**src/rtl/vend_txn_controller.sv**
```systemverilog
// Vending transaction sequencer: accumulates coin credit, checks it against a
// per-item price table, handshakes with the dispenser and pays out change or a
// refund one CHANGE_UNIT per cycle. All outputs are registered.
module vend_txn_controller #(
  parameter int unsigned PRICE0      = 50,
  parameter int unsigned PRICE1      = 75,
  parameter int unsigned PRICE2      = 100,
  parameter int unsigned PRICE3      = 125,
  parameter int unsigned CHANGE_UNIT = 5,
  parameter int unsigned TIMEOUT     = 1000
) (
  input  logic       clk,
  input  logic       rst_n,
  input  logic       coin,
  input  logic [1:0] coin_val,
  input  logic       select,
  input  logic [1:0] item_sel,
  input  logic       cancel,
  input  logic       dispense_ack,
  output logic [2:0] state,
  output logic [7:0] credit,
  output logic [1:0] item_out,
  output logic       dispense_req,
  output logic       change_pulse,
  output logic       coin_reject,
  output logic       insufficient
);

  typedef enum logic [2:0] {
    StIdle     = 3'd0,
    StAccept   = 3'd1,
    StCheck    = 3'd2,
    StDispense = 3'd3,
    StChange   = 3'd4,
    StRefund   = 3'd5
  } state_e;

  localparam int unsigned Tw   = $clog2(TIMEOUT);
  localparam logic [7:0]  Unit = 8'(CHANGE_UNIT);

  state_e        state_q;
  logic [Tw-1:0] tcnt_q;
  logic [7:0]    coin_cents;
  logic [8:0]    coin_sum;
  logic          coin_ok;
  logic [7:0]    price;

  assign state = state_q;

  // Decode the coin denomination into cents.
  always_comb begin
    case (coin_val)
      2'd0:    coin_cents = 8'd5;
      2'd1:    coin_cents = 8'd10;
      2'd2:    coin_cents = 8'd25;
      default: coin_cents = 8'd100;
    endcase
  end

  // Price lookup for the latched item.
  always_comb begin
    case (item_out)
      2'd0:    price = 8'(PRICE0);
      2'd1:    price = 8'(PRICE1);
      2'd2:    price = 8'(PRICE2);
      default: price = 8'(PRICE3);
    endcase
  end

  // 9-bit sum so an overflowing coin is refused rather than wrapping.
  assign coin_sum = {1'b0, credit} + {1'b0, coin_cents};
  assign coin_ok  = coin && !cancel && !coin_sum[8] &&
                    ((state_q == StIdle) || (state_q == StAccept));

  // Transaction FSM with registered outputs and single-cycle pulses.
  always_ff @(posedge clk or negedge rst_n) begin
    if (!rst_n) begin
      state_q      <= StIdle;
      credit       <= 8'd0;
      item_out     <= 2'd0;
      dispense_req <= 1'b0;
      change_pulse <= 1'b0;
      coin_reject  <= 1'b0;
      insufficient <= 1'b0;
      tcnt_q       <= '0;
    end else begin
      change_pulse <= 1'b0;
      insufficient <= 1'b0;
      coin_reject  <= coin && !coin_ok;
      case (state_q)
        StIdle: begin
          if (coin_ok) begin
            credit  <= coin_sum[7:0];
            tcnt_q  <= '0;
            state_q <= StAccept;
          end
        end
        StAccept: begin
          if (cancel) begin
            state_q <= StRefund;
          end else if (select) begin
            // A coin in the same cycle lands before the price check.
            item_out <= item_sel;
            if (coin_ok) credit <= coin_sum[7:0];
            state_q  <= StCheck;
          end else if (coin_ok) begin
            credit <= coin_sum[7:0];
            tcnt_q <= '0;
          end else if (tcnt_q == Tw'(TIMEOUT - 1)) begin
            state_q <= StRefund;
          end else begin
            tcnt_q <= tcnt_q + Tw'(1);
          end
        end
        StCheck: begin
          if (cancel) begin
            state_q <= StRefund;
          end else if (credit >= price) begin
            credit       <= credit - price;
            dispense_req <= 1'b1;
            state_q      <= StDispense;
          end else begin
            insufficient <= 1'b1;
            tcnt_q       <= '0;
            state_q      <= StAccept;
          end
        end
        StDispense: begin
          if (dispense_ack) begin
            dispense_req <= 1'b0;
            state_q      <= (credit != 8'd0) ? StChange : StIdle;
          end
        end
        StChange, StRefund: begin
          if (credit >= Unit) begin
            change_pulse <= 1'b1;
            credit       <= credit - Unit;
            if (credit == Unit) state_q <= StIdle;
          end else begin
            // Residue below one unit (or zero) is dropped without a pulse.
            credit  <= 8'd0;
            state_q <= StIdle;
          end
        end
        default: begin
          credit       <= 8'd0;
          dispense_req <= 1'b0;
          state_q      <= StIdle;
        end
      endcase
    end
  end

endmodule

```
**config.mk**
```make
export PLATFORM = sky130hd
export DESIGN_NAME = vend_txn_controller
export DESIGN_NICKNAME = d
export VERILOG_FILES = /design/src/rtl/vend_txn_controller.sv
export SDC_FILE = /design/constraint.sdc
export NUM_CORES = 1
export LEC_CHECK = 0
export ABC_AREA = 1
export BUFFER_PORTS_ARGS = -buffer_cell sky130_fd_sc_hd__buf_2
export CAP_MARGIN = 20
export CORE_MARGIN = 5
export CORE_UTILIZATION = 54
export DETAILED_ROUTE_END_ITERATION = 12
export GPL_ROUTABILITY_DRIVEN = 0
export PLACE_DENSITY_LB_ADDON = 0.3
export SYNTH_ARGS = -nofsm -noshare
export SYNTH_HDL_FRONTEND = slang
export SYNTH_SLANG_ARGS = --single-unit
```
**constraint.sdc**
```tcl
create_clock -name clk -period 2.2 [get_ports clk]
set_input_delay 0.44 -clock clk [delete_from_list [all_inputs] [get_ports clk]]
set_output_delay 0.44 -clock clk [all_outputs]
set_load 0.005 [all_outputs]
```
# ---- After elaboration in Yosys (flattened, before gate mapping)
# Index checks and enable logic that the tools add are counted.
dict set report classes {
  n_eq_ne 22
  n_addsub 4
  order_cmp 2
  n_bitwise 3
  muxes 37
  n_reduce_logical 20
}
# operator n
set ops {}
lappend ops {{10-bit 2-to-1 mux} 7}
lappend ops {{7-bit case mux with 3 select lines} 2}
lappend ops {{8-bit 2-to-1 mux} 5}
lappend ops {{8-bit case mux with 5 select lines} 1}
lappend ops {{3-bit 2-to-1 mux} 10}
lappend ops {{10-bit case mux with 3 select lines} 1}
lappend ops {{3-bit case mux with 5 select lines} 1}
lappend ops {{2-bit inequality test, second input constant} 7}
lappend ops {{10-bit by 1-bit adder with 10-bit output, second input constant} 1}
lappend ops {{10-bit equality test, second input constant} 1}
lappend ops {{8-bit by 8-bit adder with 9-bit output} 1}
lappend ops {{8-bit by 3-bit equality test with 1-bit output, second input constant} 1}
lappend ops {{8-bit by 3-bit >= comparator with 1-bit output, second input constant} 1}
lappend ops {{8-bit >= comparator} 1}
lappend ops {{1-bit 2-to-1 mux} 8}
lappend ops {{4-bit AND reduction} 2}
lappend ops {{8-bit nonzero test} 1}
lappend ops {{8-bit by 3-bit subtractor with 8-bit output, second input constant} 1}
lappend ops {{8-bit subtractor} 1}
lappend ops {{7-bit AND reduction} 1}
lappend ops {{3-bit by 2-bit equality test with 1-bit output, second input constant} 2}
lappend ops {{3-bit equality test, second input constant} 2}
lappend ops {{3-bit inequality test, second input constant} 2}
lappend ops {{5-bit AND reduction} 1}
lappend ops {{other kinds (17)} 27}
dict set report totals {
  out_inout_bits 17
  inputBits 10
  word_cells 96
  register_bits 27
}

# ---- Logic depth before layout (Yosys ltp)
# Gate-level depths: netlist of run 1.
dict set report logic_depth {
  depth_word 10
  mapped_depth 17
  depth_no_buf 17
}

# ---- Worst setup path before layout of run 1
# OpenSTA, ideal clock, no wires.
dict set report synth_path {
  kind {reg2reg}
  from {register item_out[0]}
  to {register credit[1]}
  stages_incl_launch_ff 17
  required_time_ns 2.075
  setup_slack_ns -0.059
  synth_period_minus_slack_ns 2.259
  setup_ns 0.125
  n_path_buf 1
  t_arrival_ns 2.134
  cell_sequence {dfrtp_1 inv_1 ha_1 nor2_1 nor2_1 fa_1 inv_1 nand2_1 nand2_1 nand2_2 nand2_1 nand2_1 nand3_2 nand2_1 nor2_4 buf_8 o21ai_2}
}
dict set report synth_between {
  elab_chain_cells 6
  word_cells_on_any_way 11
  cone_classes {add/sub: 1; order compare: 1; eq/ne: 3; mux: 4; reduce/logical: 2}
}
# item line_no
set synth_lines {}
lappend synth_lines {{start, declared} 22} ;# output logic [1:0] item_out,
lappend synth_lines {{start signal, assigned} 103} ;# item_out <= item_sel;
lappend synth_lines {{2-bit equality test (tied with other cells)} 62} ;# case (item_out)
lappend synth_lines {{7-bit case mux with 3 select lines *} 62}
lappend synth_lines {{8-bit subtractor} 119} ;# credit <= credit - price;
lappend synth_lines {{8-bit 2-to-1 mux} 118} ;# end else if (credit >= price) begin
lappend synth_lines {{8-bit 2-to-1 mux} 116} ;# if (cancel) begin
lappend synth_lines {{8-bit case mux with 5 select lines} 90} ;# case (state_q)
lappend synth_lines {{end signal, assigned} 93} ;# credit <= coin_sum[7:0];
lappend synth_lines {{end signal, assigned} 104} ;# if (coin_ok) credit <= coin_sum[7:0];
lappend synth_lines {{end signal, assigned} 119}
lappend synth_lines {{end, declared} 21} ;# output logic [7:0] credit,
# Every way passes the cells marked *; elsewhere a longest branch is shown, timed or not. The select of a mux whose other input is x is not followed.
# A chain may end at the register's enable or synchronous reset.

# ---- Worst setup path in the final report of run 1
dict set report layout_path {
  from {register item_out[0]}
  to {register tcnt_q[2]}
}
dict set report layout_between {
  elab_chain_cells 5
  word_cells_on_any_way 7
  cone_classes {order compare: 1; eq/ne: 3; mux: 1; reduce/logical: 2}
}
# item line_no
set layout_lines {}
lappend layout_lines {{2-bit equality test (tied with other cells)} 62}
lappend layout_lines {{7-bit case mux with 3 select lines *} 62}
lappend layout_lines {{8-bit >= comparator *} 118}
lappend layout_lines {{2-bit inequality test (no line) *} n/a}
lappend layout_lines {{7-bit AND reduction (no line) *} n/a}
lappend layout_lines {{end signal, assigned} 112} ;# tcnt_q <= tcnt_q + Tw'(1);
lappend layout_lines {{end, declared} 42} ;# logic [Tw-1:0] tcnt_q;
# Every way passes the cells marked *; elsewhere a longest branch is shown, timed or not.

==> results of run 1 <==
[worst max-delay path: cells and delay by family (launching register included)]
kind                       cells  cell delay, ns
and+or+nand+nor               11            0.82
adders and majority gates      2            0.53
buffers and inverters          4            0.48
DFF                            1            0.44
[worst max path at each step]
stage	from	to	slack, ns	cells past startpoint
after floorplan	item_out[0]$_DFFE_PN0P_	credit[1]$_DFFE_PN0P_	0.01	16
after global placement	coin_val[0]	tcnt_q[6]$_DFFE_PN0P_	-0.12	12
after detailed placement	coin_val[0]	tcnt_q[5]$_DFFE_PN0P_	-0.21	15
after CTS	item_out[0]$_DFFE_PN0P_	credit[4]$_DFFE_PN0P_	-0.04	17
after global routing	item_out[0]$_DFFE_PN0P_	credit[0]$_DFFE_PN0P_	-0.25	16
final	item_out[0]$_DFFE_PN0P_	tcnt_q[2]$_DFFE_PN0P_	-0.15	17
[per-layer routing]
| layer | share of wire (%) | GRT usage, % |
|---|---|---|
| met1 | 39 | 32.6 |
| met2 | 48 | 44.8 |
| met3 | 8.1 | 3.88 |
| met5 | 0 | 0 |
| met4 | 4.2 | 9.63 |
[registers in the layout, summed over array words and instances (netlist names)]
| name | flops |
|---|---|
| coin_reject | 1 |
| insufficient | 1 |
| dispense_req | 1 |
| change_pulse | 1 |
| state | 3 |
| tcnt_q | 10 |
| item_out | 2 |
| credit | 8 |
[area by class of cell]
type / instances / area share (%)
clock buffer: 3 / 1.13
clock inverter: 1 / 0.137
inverter: 55 / 5.65
multi-input combinational: 316 / 56.0
sequential: 27 / 18.6
tap: 67 / 2.30
timing repair buffer: 79 / 16.2
[metrics by stage]
| step | area (µm²) | hold slack (ns) | power, µW | std cells | TNS, ns |
|---|---|---|---|---|---|
| 2_1_floorplan | 2740 | 0.144 | 3080 | 404 | 0 |
| 3_3_place_gp | 3200 | 0.468 | 4200 | 531 | -1.86 |
| 3_5_place_dp | 3200 | 0.471 | 4300 | 531 | -3.22 |
| 4_1_cts | 3430 | 0.172 | 4990 | 539 | -0.160 |
| 5_1_grt | 3650 | 0.189 | 6130 | 548 | -4.63 |
| 6_report | 3650 | 0.153 | 5720 | 548 | -2.52 |
[repair_timing]
item | CTS | global route
gates cloned | 0 | 2
resized for setup | 39 | 32
buffers inserted | 4 | 7
setup endpoints to repair | 19 | 21
hold endpoints to repair | 0 | 0
pin swaps | 17 | 24
[cells by family after synthesis]
family | Yosys count
DFF | 27
buffers and inverters | 62
adders and majority gates | 28
and+or+nand+nor | 242
xor gates and xnor gates | 8
AOI/OAI and AO/OA | 37
[layout by cell type, fill, tap and decap left out, drive strengths merged]
cell	netlist	layout
o21ai	14	14
nand3	44	45
nor3b	1	1
dfrtp	27	27
o21bai	5	5
clkbuf	0	4
inv	54	54
or2	3	3
o22ai	1	1
o211ai	1	1
nand3b	2	2
nand4	18	18
fa	2	2
xnor2	3	3
nor2	41	41
nand2	130	130
clkinv	1	2
buf	7	78
a21oi	16	16
ha	26	26
nor3	3	3
xor2	5	5
[power by group through the flow]
stage                     clock (µW)  sequential [µW]  combinational (µW)
after floorplan                    0              830                2250
after global placement             0              853                3350
after detailed placement           0              857                3440
after CTS                        287              863                3840
after global routing             309              905                4910
final                            287              882                4550
==> summary.md, run 1 <==
| Metric | Value |
|---|---|
| N_diodes | `0` |
| Kind of critical path | `register to register` |
| Fin util | `approximately 76%` |
| Iter 0 DRT Violations | `a little under 400` |
| Worst EP arrival | `2.53 ns` |
| DP Worst Slack | `-0.207 ns` |
| Mux contribution to synthesized area | `0%` |
| Row cnt | `25` |
| Hold-fix buffers at CTS | `0` |
| Relative slew slack | `59.8%` |
| Period minus WS final | `2.35 ns` |
| Sequential Power Share | `15.4%` |
| Syn nets | `442` |
| Vias | `3,158` |
| Synth area leader | `dfrtp_1` |
| RSZ-0062 raised after global routing | `yes` |
| Initial Util | `56.7%` |
| DR WL/cell | `16.6 µm` |
| Number of synthesized register bits | `27` |
| Mapped Avg Cell Area | `6.76 µm²` |
| Die height | `81.1 µm` |
| Max_cap viols | `0` |
| Post-synthesis async set-or-reset flop share | `100%` |
| Ys flop type | `dfrtp_1` |
| Fin. max-slew vios | `0` |
| Fin worst setup slack | `-0.153 ns` |
| Multi-input gate area | `2050 µm²` |
| Routed WL | `9090 µm` |
| Largest net degree at the start of global routing | `28` |
| First-pass GRT wire length | `13,400 µm` |
| Cells on worst reg2reg path | `17` |
| CP max FO | `5` |
| H-tree levels | `1` |
| Mapped Cells | `roughly 400` |
| Synth top area cells | `dfrtp_1 25%, nand2_1 16%, ha_1 12%, nand3_1 7.5%, inv_1 7.0%` |
| Final setup fails | `19` |
| R2R Path Start | `item_out[0]$_DFFE_PN0P_` |
| Core ar. | `4820 µm²` |
| Unique masters post-synth | `34` |
| Most used cell, CP | `nand2_2` |
| Clock latency on the worst-skew pair | `0.28 ns` |
| Slew @ Worst Pin | `0.602 ns` |
| Largest family of logic cells by synthesized area | `simple AND/OR/NAND/NOR gates` |
| DIE WIDTH | `81.1 µm` |
| DR vias/cell | `roughly 5.8` |
| Adder-cell area share of the yosys netlist | `13.4%` |
| Switching pwr | `2960 µW` |
| Run status | `complete, but fails checks` |
| Clock Path Buffers | `2` |
| Worst Hold Class | `input port to async pin` |
| Number of enable flip-flop cells after synthesis | `0` |
| Overall Global Routing Usage | `26.0%` |
| Total internal power | `2760 µW` |
| Violated checks | `setup timing` |
| Worst EP required | `between 2 and 2.5 ns` |
| CTS tree | `built` |
| Die ar. | `between 6000 and 7000 µm²` |
| Commonest cells post-synth | `114 x nand2_1, 51 x inv_1, 41 x nand3_1` |
| PwrDens | `1570 nW/µm²` |
| Vias in the first global route | `between 2k and 3k` |
| Gr ovfl total | `0` |
| Antenna viol nets, final | `0` |
| Worst-path clk slew | `0.10 ns` |
| Syn-to-layout area delta | `33.7%` |
| FF/Latch Area | `678 µm²` |
| Setup Skew | `0.00621 ns` |
| Top cell type's share of synthesized area | `24.7%` |
| Port Buffers | `26` |
| Final #Nets | `520` |
| CP cell instances | `inv_2 -> ha_4 -> nor2_4 -> nor2_4 -> fa_2 -> inv_2 -> nand2_2 -> nand2_2 -> nand2_2 -> nand2_2 -> nand2_2 -> nand3_4 -> buf_6 -> nand2_8 -> clkbuf_16 -> nand4_1 -> nand2_1` |
| Peak VDD IR | `1160 µV` |
| Final HPWL DP | `5740 µm` |
| Crit-path max cell delay | `0.44 ns` |
| Final Hold Vio Count | `0` |
| Final period utilization | `107%` |
| Layout fillers | `350` |
| Crit path capture type | `register` |
| Ports | `27` |
| Share of cells above drive strength 1 | `35.3%` |
| Compound-gate portion of the synthesized area | `8.61%` |
| F_max | `425 MHz` |
| Simple-gate share of the synthesized area | `41.0%` |
| R2R Setup Slk | `-0.15 ns` |
| Worst r2r dst | `tcnt_q[2]$_DFFE_PN0P_` |
| Leakage power | `0.00189 µW` |
| XOR/XNOR Fraction of Synth Area | `2.56%` |
| Combinational share of power | `about four fifths` |
| Yosys warning total | `0` |
| Slowest-stage cell, CP | `dfrtp_2` |
| Clock Sinks | `27` |
| Initial DRT Pass Iterations | `7` |
| Cell Area, Synth | `2730 µm²` |
| Seq/Total Area, Yosys | `24.7%` |
| Post-route DRC | `0` |
| Startpoint Class | `register` |
| Clock network power share | `5.0%` |
| CTS Buf Count | `3` |
| Count leader, synth | `nand2_1` |
| Sw frac | `51.7%` |
| Initial antenna violation count | `0` |
| Clock tree root buffer cell | `clkbuf_8` |
Note: power is estimated with default switching activity, not from simulation.
==> run 2, diff against run 1 <==
CORE_UTILIZATION = 55   (was 54)
CTS_BUF_LIST = sky130_fd_sc_hd__clkbuf_8   (was default)
TNS_END_PERCENT = 20   (was default)
==> summary.md, run 2 (synthesis gave the netlist of run 1 again) <==
| Metric | Value |
|---|---|
| Run status | `complete, but fails checks` |
| Violated checks | `setup timing` |
| Row cnt | `25` |
| Vias in the first global route | `2,899` |
| Antenna viol nets, final | `0` |
| Initial DRT Pass Iterations | `7` |
| Initial Util | `between 50 and 60%` |
| Most used cell, CP | `buf_4` |
| Leading cell type in the layout, fill and taps excluded | `nand2_1` |
| Die ar. | `between 6000 and 7000 µm²` |
| Final #Nets | `521` |
| DR vias/cell | `~5.6` |
| R2R Path Start | `item_out[0]$_DFFE_PN0P_` |
| Setup Skew | `0.00686 ns` |
| Clock tree root buffer cell | `clkbuf_8` |
| Relative slew slack | `54.4%` |
| DP Worst Slack | `-0.173 ns` |
| First-pass GRT wire length | `13,700 µm` |
| Worst-path clk slew | `0.11 ns` |
| CP bufs+invs | `7` |
| RSZ-0062 raised after global routing | `yes` |
| Largest net degree at the start of global routing | `28` |
| Startpoint Class | `register` |
| Final period utilization | `111%` |
| Period minus WS final | `2.44 ns` |
| Leakage power | `0.00187 µW` |
| FF/Latch Area | `677 µm²` |
| Iter 0 DRT Violations | `between 200 and 300` |
| CP max FO | `5` |
| Max reg flops | `10` |
| Worst EP required | `between 2 and 2.5 ns` |
| Core ar. | `around 4800 µm²` |
| Final HPWL DP | `5450 µm` |
| CTS Buf Count | `3` |
| Placed cells | `532` |
| Slowest-stage cell, CP | `dfrtp_2` |
| F_max | `410 MHz` |
| Layout fillers | `329` |
| DIE WIDTH | `80.5 µm` |
| Fin worst setup slack | `-0.240 ns` |
| PwrDens | `1600 nW/µm²` |
| Final non-filler cell total | `549` |
| Clock Sinks | `27` |
| Port Buffers | `26` |
| Die height | `80.5 µm` |
| CP cell instances | `inv_2 -> ha_4 -> nor2_4 -> nor2_4 -> fa_2 -> inv_2 -> buf_4 -> buf_4 -> buf_4 -> buf_4 -> buf_4 -> nor2_1 -> nor3b_1 -> a21oi_1 -> o21ai_1 -> nand2_2 -> o21ai_2` |
| Delay-heaviest family, CP | `buffers and inverters` |
| Worst r2r dst | `credit[2]$_DFFE_PN0P_` |
| CTS tree | `built` |
| Slew @ Worst Pin | `0.677 ns` |
| Peak VDD IR | `1400 µV` |
| Final setup fails | `19` |
| Vias | `3,096` |
| Crit path capture type | `register` |
| Multi-input gate area | `1930 µm²` |
| Crit-path max cell delay | `around 0.46 ns` |
| Worst EP arrival | `2.66 ns` |
| DR WL/cell | `15.3 µm` |
| Ports | `27` |
| Fin. max-slew vios | `0` |
| Setup TNS | `-2.49 ns` |
| Post-route DRC | `0` |
| Clock Path Buffers | `2` |
| Clock latency on the worst-skew pair | `0.29 ns` |
| Cells on worst reg2reg path | `17` |
| Most frequent cells in the layout | `105 x nand2_1, 47 x inv_1, 47 x buf_4` |
| Fin util | `approximately three quarters` |
| Kind of critical path | `register to register` |
| N_diodes | `0` |
| Routed WL | `8410 µm` |
| Worst Hold Class | `input port to async pin` |
| Final Hold Vio Count | `0` |
| Share of cells above drive strength 1 | `31.5%` |
| R2R Setup Slk | `-0.24 ns` |
| Max_cap viols | `0` |
| Overall Global Routing Usage | `27.1%` |
| Initial antenna violation count | `0` |
| Gr ovfl total | `0` |
| Syn-to-layout area delta | `30.6%` |
| H-tree levels | `1` |
| Biggest register | `tcnt_q` |
run 2: cell count changes in the layout (fill, tap and decap cells not counted), sizes merged:
| cell | delta |
|---|---|
| clkinv | -1 |
| clkinvlp | +1 |
| clkbuf | -1 |
| nand3 | -1 |
| buf | +3 |
run 2: final cells by class:
class | count | share of cell area [%]
multi-input combinational | 315 | 54.2
sequential | 27 | 19.0
timing repair buffer | 81 | 17.3
inverter | 55 | 5.86
tap | 67 | 2.35
clock buffer | 3 | 1.16
clock inverter | 1 | 0.210
run 2: where the power goes:
part / switching (µW) / internal, µW
Sequential: 207 / 645
Combinational: 2470 / 2070
Clock: 179 / 129
Total: 2850 / 2840
run 2: worst max path at each step:
stage | startpoint | endpoint | slack [ns] | cells past startpoint
after floorplan | item_out[0]$_DFFE_PN0P_ | credit[1]$_DFFE_PN0P_ | 0.01 | 16
after global placement | item_out[0]$_DFFE_PN0P_ | credit[0]$_DFFE_PN0P_ | -0.1 | 17
after detailed placement | item_out[0]$_DFFE_PN0P_ | credit[1]$_DFFE_PN0P_ | -0.17 | 17
after CTS | item_out[0]$_DFFE_PN0P_ | credit[1]$_DFFE_PN0P_ | -0.08 | 17
after global routing | item_out[0]$_DFFE_PN0P_ | credit[0]$_DFFE_PN0P_ | -0.32 | 18
final | item_out[0]$_DFFE_PN0P_ | credit[2]$_DFFE_PN0P_ | -0.24 | 17
run 2: per-stage QoR:
step | hold WS (ns) | area, µm² | total power, µW
floorplan | 0.144 | 2740 | 3080
global placement | 0.478 | 3220 | 4220
detailed placement | 0.487 | 3220 | 4310
CTS | 0.178 | 3530 | 5270
global route | 0.214 | 3570 | 6090
finish | 0.157 | 3570 | 5690
run 2: timing repair:
| item | in CTS | in global routing |
|---|---|---|
| gates resized for setup | 31 | 8 |
| hold buffers | 0 | 0 |
| gates cloned | 1 | 0 |
| buffers inserted | 11 | 1 |
| pin swaps | 17 | 1 |
| setup endpoints to repair | 19 | 21 |
run 2: routing by layer:
metal | vias up | routed length (µm) | part of all wire (%) | track usage (%)
met5 | - | 0 | 0 | 0
met4 | 0 | 417 | 5.0 | 12.3
met3 | 48 | 646 | 7.7 | 3.92
met2 | 184 | 3970 | 47 | 46.4
met1 | 1398 | 3370 | 40 | 33.3
li1 | 1466 | - | - | -
